==> src/rtl/spi_master_seq.sv <==
// spi_master_seq: sequences one SPI transfer through the command, address, dummy
// and data phases. It drives chip select, the clock-generator enable, the
// per-phase bit-count loads and the word handshake to the TX/RX shift stages.
// Optional build macro: SPI_SEQ_ABORT_EN adds an 'abort' input that ends a
// transfer early by going straight to EOT.
module spi_master_seq #(
    parameter logic NONE_DEFAULT_CS_IDLE = 1'b1
) (
    input  logic        clk,
    input  logic        rstn,
    input  logic        start,
    input  logic [31:0] cfg_cmd,
    input  logic [5:0]  cfg_cmd_len,
    input  logic [31:0] cfg_addr,
    input  logic [5:0]  cfg_addr_len,
    input  logic [15:0] cfg_dummy,
    input  logic [15:0] cfg_data_len,
    input  logic        cfg_rd,
    input  logic        cfg_quad,
    input  logic        tx_edge,
    output logic        clk_en,
    output logic        spi_csn,
    output logic        en_quad,
    output logic        tx_en,
    output logic        rx_en,
    output logic [15:0] tx_counter,
    output logic [15:0] rx_counter,
    output logic        tx_counter_upd,
    output logic        rx_counter_upd,
    output logic [31:0] tx_data,
    output logic        tx_data_valid,
    input  logic        tx_data_ready,
    input  logic        tx_done,
    input  logic        rx_done,
    input  logic [31:0] wdata,
    input  logic        wdata_valid,
    output logic        wdata_ready,
`ifdef SPI_SEQ_ABORT_EN
    input  logic        abort,
`endif
    output logic        busy,
    output logic        eot
);

    typedef enum logic [2:0] {
        S_IDLE, S_CMD, S_ADDR, S_DUMMY, S_DATA_TX, S_DATA_RX, S_EOT
    } state_t;

    state_t      state_q, state_n, after_cur;
    logic [31:0] cmd_q, addr_q;
    logic [5:0]  cmd_len_q, addr_len_q;
    logic [15:0] dummy_q, data_len_q, dummy_cnt_q;
    logic        rd_q, quad_q;
    logic        entry_q;      // first cycle in the current state
    logic        word_sent_q;  // CMD/ADDR word already accepted by the TX stage
    logic        abort_hit;

    // Phases are visited in fixed order; zero-length phases are skipped.
    function automatic state_t phase_after(input state_t cur, input logic [5:0] cl,
                                           input logic [5:0] al, input logic [15:0] dm,
                                           input logic [15:0] dl, input logic rd);
        state_t r;
        r = S_EOT;
        if (cur == S_IDLE && cl != '0)
            r = S_CMD;
        else if ((cur == S_IDLE || cur == S_CMD) && al != '0)
            r = S_ADDR;
        else if ((cur == S_IDLE || cur == S_CMD || cur == S_ADDR) && dm != '0)
            r = S_DUMMY;
        else if (cur != S_DATA_TX && cur != S_DATA_RX && cur != S_EOT && dl != '0)
            r = rd ? S_DATA_RX : S_DATA_TX;
        return r;
    endfunction

`ifdef SPI_SEQ_ABORT_EN
    assign abort_hit = abort && (state_q != S_IDLE) && (state_q != S_EOT);
`else
    assign abort_hit = 1'b0;
`endif

    // State register, configuration latch, entry flag, word flag and dummy counter.
    always_ff @(posedge clk) begin
        if (!rstn) begin
            state_q     <= S_IDLE;
            cmd_q       <= '0;
            addr_q      <= '0;
            cmd_len_q   <= '0;
            addr_len_q  <= '0;
            dummy_q     <= '0;
            data_len_q  <= '0;
            rd_q        <= 1'b0;
            quad_q      <= 1'b0;
            entry_q     <= 1'b0;
            word_sent_q <= 1'b0;
            dummy_cnt_q <= '0;
        end else begin
            state_q <= state_n;
            entry_q <= (state_n != state_q);
            if (state_n != state_q)
                word_sent_q <= 1'b0;
            else if ((state_q == S_CMD || state_q == S_ADDR) && tx_data_valid && tx_data_ready)
                word_sent_q <= 1'b1;
            if (state_q != S_DUMMY)
                dummy_cnt_q <= '0;
            else if (tx_edge)
                dummy_cnt_q <= dummy_cnt_q + 16'd1;
            if (state_q == S_IDLE && start) begin
                cmd_q      <= cfg_cmd;
                cmd_len_q  <= (cfg_cmd_len > 6'd32) ? 6'd32 : cfg_cmd_len;
                addr_q     <= cfg_addr;
                addr_len_q <= cfg_addr_len;
                dummy_q    <= cfg_dummy;
                data_len_q <= cfg_data_len;
                rd_q       <= cfg_rd;
                quad_q     <= cfg_quad;
            end
        end
    end

    // Next-state selection and per-phase outputs.
    always_comb begin
        after_cur      = phase_after(state_q, cmd_len_q, addr_len_q, dummy_q, data_len_q, rd_q);
        state_n        = state_q;
        clk_en         = 1'b0;
        spi_csn        = NONE_DEFAULT_CS_IDLE;
        en_quad        = 1'b0;
        tx_en          = 1'b0;
        rx_en          = 1'b0;
        tx_counter     = '0;
        rx_counter     = '0;
        tx_counter_upd = 1'b0;
        rx_counter_upd = 1'b0;
        tx_data        = '0;
        tx_data_valid  = 1'b0;
        wdata_ready    = 1'b0;
        busy           = 1'b1;
        eot            = 1'b0;
        case (state_q)
            S_IDLE: begin
                busy = 1'b0;
                if (start)
                    state_n = phase_after(S_IDLE, cfg_cmd_len, cfg_addr_len, cfg_dummy,
                                          cfg_data_len, cfg_rd);
            end
            S_CMD, S_ADDR: begin
                spi_csn        = 1'b0;
                clk_en         = 1'b1;
                tx_en          = 1'b1;
                en_quad        = (state_q == S_ADDR) ? quad_q : 1'b0;
                tx_counter     = {10'd0, (state_q == S_CMD) ? cmd_len_q : addr_len_q};
                tx_counter_upd = entry_q;
                tx_data        = (state_q == S_CMD) ? cmd_q : addr_q;
                tx_data_valid  = !word_sent_q;
                if (tx_done && !entry_q)
                    state_n = after_cur;
            end
            S_DUMMY: begin
                spi_csn = 1'b0;
                clk_en  = 1'b1;
                if (tx_edge && dummy_cnt_q == dummy_q - 16'd1)
                    state_n = after_cur;
            end
            S_DATA_TX: begin
                spi_csn        = 1'b0;
                clk_en         = 1'b1;
                tx_en          = 1'b1;
                en_quad        = quad_q;
                tx_counter     = data_len_q;
                tx_counter_upd = entry_q;
                tx_data        = wdata;
                tx_data_valid  = wdata_valid;
                wdata_ready    = tx_data_ready;
                if (tx_done && !entry_q)
                    state_n = after_cur;
            end
            S_DATA_RX: begin
                spi_csn        = 1'b0;
                clk_en         = 1'b1;
                rx_en          = 1'b1;
                en_quad        = quad_q;
                rx_counter     = data_len_q;
                rx_counter_upd = entry_q;
                if (rx_done && !entry_q)
                    state_n = after_cur;
            end
            S_EOT: begin
                eot     = 1'b1;
                state_n = S_IDLE;
            end
            default: state_n = S_IDLE;
        endcase
        // Abort overrides the phase outputs in its own cycle; chip select stays low until EOT.
        if (abort_hit) begin
            state_n        = S_EOT;
            clk_en         = 1'b0;
            tx_en          = 1'b0;
            rx_en          = 1'b0;
            tx_counter_upd = 1'b0;
            rx_counter_upd = 1'b0;
            tx_data_valid  = 1'b0;
            wdata_ready    = 1'b0;
        end
    end

endmodule

==> config.mk <==
export PLATFORM = sky130hd
export DESIGN_NAME = spi_master_seq
export DESIGN_NICKNAME = d
export VERILOG_FILES = /design/src/rtl/spi_master_seq.sv
export SDC_FILE = /design/constraint.sdc
export NUM_CORES = 1
export LEC_CHECK = 0
export ABC_AREA = 1
export CORE_ASPECT_RATIO = 1.1
export CORE_MARGIN = 1
export CORE_UTILIZATION = 42
export CTS_BUF_LIST = sky130_fd_sc_hd__clkbuf_16
export CTS_CLUSTER_DIAMETER = 60
export DETAILED_ROUTE_END_ITERATION = 8
export GPL_ROUTABILITY_DRIVEN = 0
export PLACE_DENSITY = 0.82
export SYNTH_ARGS = -nofsm -noshare
export SYNTH_HDL_FRONTEND = slang
export SYNTH_SLANG_ARGS = --single-unit
==> constraint.sdc <==
create_clock -name clk -period 1.9 [get_ports clk]
set_input_delay 0.475 -clock clk [delete_from_list [all_inputs] [get_ports clk]]
set_output_delay 0.475 -clock clk [all_outputs]
set_load 0.01 [all_outputs]
## After elaboration in Yosys (flattened, before gate mapping)

Index checks and enable logic that the tools add are counted.

- Output and inout port bits: 75
- Input port bits: 150
- Register bits: 131
- Word-level logic and storage cells: 93

- Bitwise operators: 1
- $add $sub $neg: 2
- $lt $le $gt $ge: 1
- Reductions and logical operators: 32
- Muxes and demuxes: 33
- Equality and inequality tests: 12

Operators with widths:

| kind | number |
|---|---|
| one-hot mux 32 bit (2 select lines) | 1 |
| nonzero test 16 bit | 4 |
| two-way mux 32 bit | 1 |
| one-hot mux 16 bit (2 select lines) | 1 |
| two-way mux 3 bit | 10 |
| nonzero test 6 bit | 4 |
| adder 16 x 1 -> 16 bit (second input constant) | 1 |
| equality test 16 bit | 1 |
| two-way mux 16 bit | 1 |
| subtractor 16 x 1 -> 16 bit (second input constant) | 1 |
| logical AND 1 bit | 12 |
| two-way mux 1 bit | 12 |
| two-way mux 6 bit | 2 |
| one-hot mux 3 bit (4 select lines) | 1 |
| equality test 3 bit (second input constant) | 3 |
| inequality test 3 bit (second input constant) | 3 |
| OR reduction 2 bit | 4 |
| equality test 3 x 2 -> 1 bit (second input constant) | 2 |
| greater-than comparator 6 bit (second input constant) | 1 |
| OR reduction 5 bit | 1 |
| two-way mux 2 bit | 2 |
| one-hot mux 1 bit (2 select lines) | 2 |
| equality test 3 x 1 -> 1 bit (second input constant) | 1 |
| logical NOT 3 bit | 1 |
| other kinds (6) | 9 |

## Depth between registers and ports, before layout

Gate-level depths: netlist (run 1).

- Word-level depth: 12
- Gate-level depth with buffers: 19
- Mapped depth without buffers: 19

## Worst setup path before layout (run 1)

OpenSTA, ideal clock, no wires.

- Kind: flip-flop to output port
- From: reg state_q[0]
- To: out tx_data[10]
- Data required time: 1425 ps
- Stages on the path, launching flop included: 10
- Path slack: -138 ps
- Path buffers: 3
- Data arrival time: 1563 ps
- Cell sequence: dfxtp_1 buf_4 inv_1 nor2_1 nand2_1 clkbuf_1 buf_1 nand2_1 o21ai_0 a32o_1

- Word-level cells in the longest chain between the ends: 3
- Elaborated cells on any way between the ends: 6
- Those cells by class: eq/ne (3); mux (2); reduce/logical (1)

RTL lines:

| element | line | RTL |
|---|---|---|
| start, declared | 49 | `state_t state_q, state_n, after_cur;` |
| start signal, assigned | 97 | `state_q <= state_n;` |
| equality test 3 x 1 -> 1 bit or equality test 3 x 2 -> 1 bit (tied branches) | 138, 152 |  |
| two-way mux 32 bit or OR reduction 2 bit (tied branches) | 152, 138 |  |
| one-hot mux 32 bit (2 select lines) * | 138 | `case (state_q)` |
| end, declared | 30 | `output logic [31:0] tx_data,` |

Mark *: on every way between the ends. The rest lies on a longest branch, timed or not.

## Worst setup path after layout (run 1)

- From: reg state_q[1]
- To: out tx_data[28]

The elaborated chain is that of the path after synthesis.

==> results.json, run 1 <==
{
  "r2r_start": "cmd_len_q[2]",
  "status": "finished, violations left",
  "worst_slack_ns": -0.4573,
  "route.detailed.drc": 0,
  "clock_sinks": 131,
  "initial_core_util_pct": 43.38,
  "synthTopCellsByArea": "dfxtp_1 38%, nand2_1 12%, o21ai_0 9.8%",
  "antenna_found_initial": 1,
  "ant_nets": 0,
  "setup_viol": 82,
  "cap_violations": 0,
  "min_period_over_period_pct": 124.1,
  "power_density_mw_per_mm2": 981.9,
  "hold_buffers": 0,
  "failed_checks": "negative setup slack",
  "regToRegSetupSlack_ns": -0.34,
  "grt_max_degree": 72,
  "clock_skew_ns": 0.01215,
  "ys_ff_latch": 131,
  "synthesis.area_mm2": 0.006878,
  "htree_levels": 4,
  "via_per_inst": 5.404,
  "synth_top_area_share_pct": 38.13,
  "clock_latency_ns": 0.43,
  "rr_worst_depth": 12,
  "slew_viol_final": 0,
  "multi_input_comb_area_mm2": 0.004159,
  "die_y_um": 136.2,
  "path_cells": "nor2_4 -> nand2_4 -> buf_4 -> nand2_1 -> o21ai_0 -> a32o_1 -> dlygate4sd2_1",
  "synth_area_per_cell_um2": 6.626,
  "first_global_vias": 7638,
  "critPathRequiredTime_ns": 1.42,
  "syn_inst": 1038,
  "dieArea_mm2": 0.01689,
  "clkSlewWorstSetupHoldPaths_ns": 0.06,
  "slowest_delay_ns": 0.37,
  "die-width_um": 124.0,
  "placed_area_mm2": 0.009923,
  "drt-total-wl_mm": 26.68,
  "cts_tree": "done",
  "max-slew-margin-rel_pct": 47.77,
  "synth_nets": 1190,
  "peakVddDrop_mv": 0.7312,
  "hp-class": "reg2reg",
  "areaGrowthSynthToFinish_pct": 66.76,
  "crit_fanout": 12,
  "cp.arrival_ns": 1.88,
  "ioPinCount": 225,
  "p_clk_share_pct": 29.8,
  "hpwl_mm": 16.55,
  "vias": 8462,
  "n_fill_cell": 1180,
  "ys_seq_area_share_pct": 38.13,
  "grt_usage_pct": 28.78,
  "period_needed_ns": 2.357,
  "nNetsFinal": 1503,
  "crit_type": "reg2out",
  "numPortBuffers": 224,
  "p_sw_mw": 4.112,
  "whs_path_depth": 2,
  "cp-start-kind": "flip-flop",
  "p_int_mw": 7.150,
  "clock_path_buffers": 2,
  "p_leak_nw": 4.867,
  "swShare_pct": 36.51,
  "comb_power_share_pct": 40.8,
  "drive_above_1_share_pct": 28.67,
  "yosysWarningCount": 0,
  "crit_buf_inv": 2,
  "numCtsBuffers": 17,
  "crit_family": "buffers and inverters",
  "drtPass1Iterations": 7,
  "cpMaxStageDelayCell": "dfxtp_4",
  "timing.rr.end": "entry_q",
  "regArea_mm2": 0.002643,
  "hold-path-endpoint": "cmd_q[21]",
  "grt_overflow": 0,
  "fin_hold_ws_ns": 0.4518,
  "fin_area_mm2": 0.01147,
  "core_area_mm2": 0.01586,
  "finalHoldViolCount": 0,
  "worstMarginPinSlew_ns": 0.7767,
  "grt_pass1_wl_mm": 36.90,
  "ys_types": 32,
  "cp-end-kind": "primary output",
  "rows": 48,
  "cts-root-buf": "clkbuf_16",
  "first_iter_violations": 508,
  "routedWlPerCell_um": 17.04,
  "p_seq_share_pct": 29.4,
  "yosysTopAreaCell": "dfxtp_1",
  "rsz0062_at_grt": "yes",
  "min_from": "cmd_q[21]",
  "max_freq_mhz": 424.2
}
metal layers:
metal / vias to the layer above / share of wire (%) / GRT usage (%)
met5: - / 0 / 0
met4: 0 / 4.8 / 14.48
met3: 99 / 8.7 / 7.718
met2: 445 / 50 / 51.14
met1: 3861 / 36 / 31.02
li1: 4057 / - / -
power groups by stage:
stage	clock network, mW	logic, mW	registers, mW
global placement	0	3.52	3.32
global route	3.51	4.92	3.34
detailed placement	0	3.58	3.33
finish	3.36	4.59	3.31
CTS	3.36	3.81	3.28
floorplan	0	1.98	3.28
registers in the layout, indices dropped and copies added (netlist names):
signal / count
quad_q: 1
addr_len_q: 6
rd_q: 1
addr_q: 32
word_sent_q: 1
cmd_len_q: 6
dummy_cnt_q: 16
state_q: 3
data_len_q: 16
cmd_q: 32
entry_q: 1
dummy_q: 16
cell usage in the layout (no fill, tap or decap), types with 8 or more instances in the layout:
| cell type | n |
|---|---|
| nand3_2 | 8 |
| nor2_2 | 27 |
| nand2_4 | 13 |
| a32o_1 | 28 |
| nand3_1 | 29 |
| nand2_2 | 24 |
| o21ai_0 | 95 |
| inv_2 | 18 |
| buf_6 | 39 |
| dlygate4sd2_1 | 8 |
| xnor2_1 | 9 |
| nor2_4 | 14 |
| dfxtp_1 | 123 |
| clkdlybuf4s50_1 | 147 |
| o21ai_1 | 24 |
| clkbuf_16 | 19 |
| buf_4 | 78 |
| nor2_1 | 79 |
| buf_12 | 15 |
| a21oi_1 | 124 |
| buf_2 | 52 |
| nand2_1 | 185 |
| inv_1 | 99 |
| o21ai_2 | 16 |
cell usage after synthesis, drive strengths merged:
cell	count
nand2	224
nor2	120
nand3	37
buf	7
o21a	1
a21oi	130
xnor2	11
a211oi	1
inv	119
nor3b	1
nor3	13
a22oi	1
nand4	3
or2	2
a32o	32
o31ai	1
dfxtp	131
xor2	7
o21ai	139
clkbuf	51
nand3b	5
ha	2
cell type report:
cell class                 count  share of cell area (%)
clock buffer                  17                   3.709
timing repair buffer         352                   29.34
tap                          200                   2.182
sequential                   131                   23.04
clock inverter                15                   1.462
inverter                     119                   3.960
multi-input combinational    730                   36.26
antenna                        2                 0.04363
through the flow:
step	setup TNS, ns	util, %	power, mW	std cells	setup slack (ns)
finish	-23.03	72.34	11.26	1566	-0.4573
floorplan	0	-	5.265	1038	0.004297
detailed placement	-23.92	62.59	6.906	1491	-0.6485
global route	-29.34	72.31	11.78	1564	-0.5473
global placement	-21.87	62.59	6.839	1491	-0.6116
CTS	-21.66	67.59	10.46	1540	-0.4864
cells by family (layout without fill, tap and decap cells):
| kind of cell | count (synthesis) | in the layout | synth area share (%) |
|---|---|---|---|
| and+or+nand+nor | 405 | 405 | 24.70 |
| xor gates and xnor gates | 18 | 18 | 2.292 |
| adders and majority gates | 2 | 2 | 0.3638 |
| buffers and inverters | 177 | 503 | 9.842 |
| AOI/OAI and AO/OA | 305 | 305 | 24.67 |
| other | 0 | 2 | 0 |
| DFF | 131 | 131 | 38.13 |
worst register-to-register path: cells and delay by family (launching register included):
| family | cells | cell delay (ns) |
|---|---|---|
| simple gates | 11 | 1.15 |
| compound gates | 1 | 0.64 |
| flops | 1 | 0.32 |
timing repair:
| action | CTS | global route |
|---|---|---|
| setup endpoints to repair | 150 | 107 |
| setup buffers | 14 | 25 |
| cloned | 3 | 3 |
| pin swaps | 14 | 42 |
| resized for setup | 359 | 199 |
how the worst max path moves through the flow:
stage                    from     endpoint  slack, ns  cells past startpoint
2_1_floorplan      state_q[0]   tx_data[0]      0.004                      9
6_report           state_q[1]  tx_data[28]      -0.46                      7
3_5_place_dp   cfg_cmd_len[3]      entry_q      -0.65                     14
4_1_cts            state_q[1]  tx_data[16]      -0.49                      7
5_1_grt            state_q[0]  tx_data[16]      -0.55                      8
3_3_place_gp   cfg_cmd_len[3]      entry_q      -0.61                     14
No activity file was read; power rests on OpenSTA's default activity.
==> run 2, diff against run 1 <==
--- a/config.mk
+++ b/config.mk
@@ -13,7 +13,9 @@
 export CTS_CLUSTER_DIAMETER = 60
 export DETAILED_ROUTE_END_ITERATION = 8
 export GPL_ROUTABILITY_DRIVEN = 0
+export GPL_TIMING_DRIVEN = 1
 export PLACE_DENSITY = 0.82
+export SKIP_LAST_GASP = 1
 export SYNTH_ARGS = -nofsm -noshare
 export SYNTH_HDL_FRONTEND = slang
 export SYNTH_SLANG_ARGS = --single-unit
==> run 2 against run 1 <==
Critical endpoint is now tx_data[6]; clock power hardly changed; clock skew is 0.00084 ns lower; count of clock-buffer cells in the layout stayed put; register-to-register slack better by 0.05 ns; the run still ends with negative setup slack left; total power is 3.1% lower; first-iteration DRC count is 3.7% lower; non-clock buffer count is 8 lower; highest routed layer unchanged; die area stayed put; critical path type unchanged.
==> results.json, run 2 (synthesis results as in run 1) <==
{
  "cts-root-buf": "clkbuf_16",
  "min_from": "cmd_q[4]",
  "peakVddDrop_mv": 0.7226,
  "grt_overflow": 0,
  "failed_checks": "negative setup slack",
  "core_area_mm2": 0.01586,
  "critPathRequiredTime_ns": 1.42,
  "power_density_mw_per_mm2": 971.0,
  "rr_worst_depth": 16,
  "vias": 8320,
  "grt_usage_pct": 28.76,
  "max-slew-margin-rel_pct": 53.88,
  "ant_nets": 0,
  "n_fill_cell": 1217,
  "via_per_inst": 5.340,
  "rsz0062_at_grt": "yes",
  "grt_pass1_wl_mm": 36.88,
  "fin_hold_ws_ns": 0.4489,
  "clock_path_buffers": 2,
  "dieArea_mm2": 0.01689,
  "finalHoldViolCount": 0,
  "clock_latency_ns": 0.43,
  "final_cell_mix": "200 x nand2_1, 147 x clkdlybuf4s50_1, 125 x a21oi_1",
  "dp.cells": 1491,
  "finalNonFillerCells": 1558,
  "clock_skew_ns": 0.01131,
  "worst_slack_ns": -0.5055,
  "clock_sinks": 131,
  "setup_viol": 82,
  "numPortBuffers": 224,
  "htree_levels": 4,
  "max_freq_mhz": 415.7,
  "die_y_um": 136.2,
  "first_global_vias": 7663,
  "cp-start-kind": "flip-flop",
  "crit_type": "reg2out",
  "drt-total-wl_mm": 25.63,
  "crit_fanout": 8,
  "route.detailed.drc": 0,
  "numCtsBuffers": 17,
  "min_period_over_period_pct": 126.6,
  "antenna_found_initial": 1,
  "areaGrowthSynthToFinish_pct": 63.38,
  "grt_max_degree": 72,
  "cts_tree": "done",
  "ioPinCount": 225,
  "cap_violations": 0,
  "nNetsFinal": 1495,
  "hp-class": "reg2reg",
  "hpwl_mm": 16.55,
  "drtPass1Iterations": 7,
  "routedWlPerCell_um": 16.45,
  "largestRegisters": "addr_q (32), cmd_q (32)",
  "rows": 48,
  "timing.rr.end": "entry_q",
  "cp-end-kind": "primary output",
  "p_leak_nw": 4.764,
  "worstMarginPinSlew_ns": 0.6860,
  "initial_core_util_pct": 43.38,
  "drive_above_1_share_pct": 25.15,
  "tns_ns": -25.62,
  "period_needed_ns": 2.406,
  "clkSlewWorstSetupHoldPaths_ns": 0.07,
  "status": "finished, violations left",
  "cp.arrival_ns": 1.93,
  "first_iter_violations": 489,
  "hold-path-endpoint": "cmd_q[4]",
  "die-width_um": 124.0,
  "final_common_cell": "nand2_1",
  "slew_viol_final": 0,
  "whs_path_depth": 2,
  "r2r_start": "dummy_q[2]",
  "regToRegSetupSlack_ns": -0.29
}
-- run 2: critical path: stages, from the launching register on --
cell,delay (ns)
dfxtp_2,0.34
inv_2,0.05
buf_4,0.12
buf_4,0.13
nand2_4,0.10
nand2_8,0.09
buf_12,0.15
a32o_1,0.23
dlygate4sd2_1,0.29
-- run 2: worst max path at each step --
stage | startpoint | to | slack, ns
6_report | state_q[0] | tx_data[6] | -0.51
5_1_grt | state_q[0] | tx_data[11] | -0.58
3_5_place_dp | cfg_cmd_len[3] | entry_q | -0.65
3_3_place_gp | cfg_cmd_len[3] | entry_q | -0.61
4_1_cts | state_q[1] | tx_data[11] | -0.50
2_1_floorplan | state_q[0] | tx_data[0] | 0.004
-- run 2: final cells by class --
class	instances	area [µm²]	share of cell area [%]
Inverter	119	451.7	4.020
Tap cell	200	250.2	2.227
Multi-Input combinational cell	730	4024	35.81
Timing Repair Buffer	344	3271	29.11
Sequential cell	131	2643	23.52
Clock inverter	15	167.7	1.492
Clock buffer	17	425.4	3.786
Antenna cell	2	5.005	0.04454
-- run 2: power by group --
part           switching [mW]  internal (mW)
clock network            1.37           1.97
registers               0.187           3.11
logic                    2.37           1.91
total                    3.93           6.99
-- run 2: per-stage QoR --
stage | cell area (µm²) | power (mW) | util [%] | worst slack (ns)
after floorplan | 6890 | 5.265 | - | 0.004297
after global placement | 9923 | 6.839 | 62.59 | -0.6116
after detailed placement | 9923 | 6.906 | 62.59 | -0.6485
after CTS | 10760 | 10.46 | 67.87 | -0.4973
after global routing | 11230 | 11.46 | 70.84 | -0.5824
final | 11240 | 10.91 | 70.87 | -0.5055
-- run 2: per-layer routing --
metal / up-vias / track usage, % / part of all wire [%]
met2: 399 / 51.08 / 50
li1: 4036 / - / -
met5: - / 0 / 0
met4: 0 / 14.62 / 5.1
met3: 107 / 7.802 / 7.8
met1: 3778 / 30.89 / 37
-- run 2: timing repair --
action | CTS | global route
setup endpoints to repair | 150 | 108
cloned | 3 | 2
hold buffers | 0 | 0
pin swaps | 14 | 39
setup buffers | 14 | 17
gates resized for setup | 287 | 144
==> run 3, diff against run 2 <==
--- a/config.mk
+++ b/config.mk
@@ -13,7 +13,6 @@
 export CTS_CLUSTER_DIAMETER = 60
 export DETAILED_ROUTE_END_ITERATION = 8
 export GPL_ROUTABILITY_DRIVEN = 0
-export GPL_TIMING_DRIVEN = 1
 export PLACE_DENSITY = 0.82
 export SKIP_LAST_GASP = 1
 export SYNTH_ARGS = -nofsm -noshare
==> results of run 3 <==
Same layout as run 2: the final DEF is identical, and so are final timing and power.
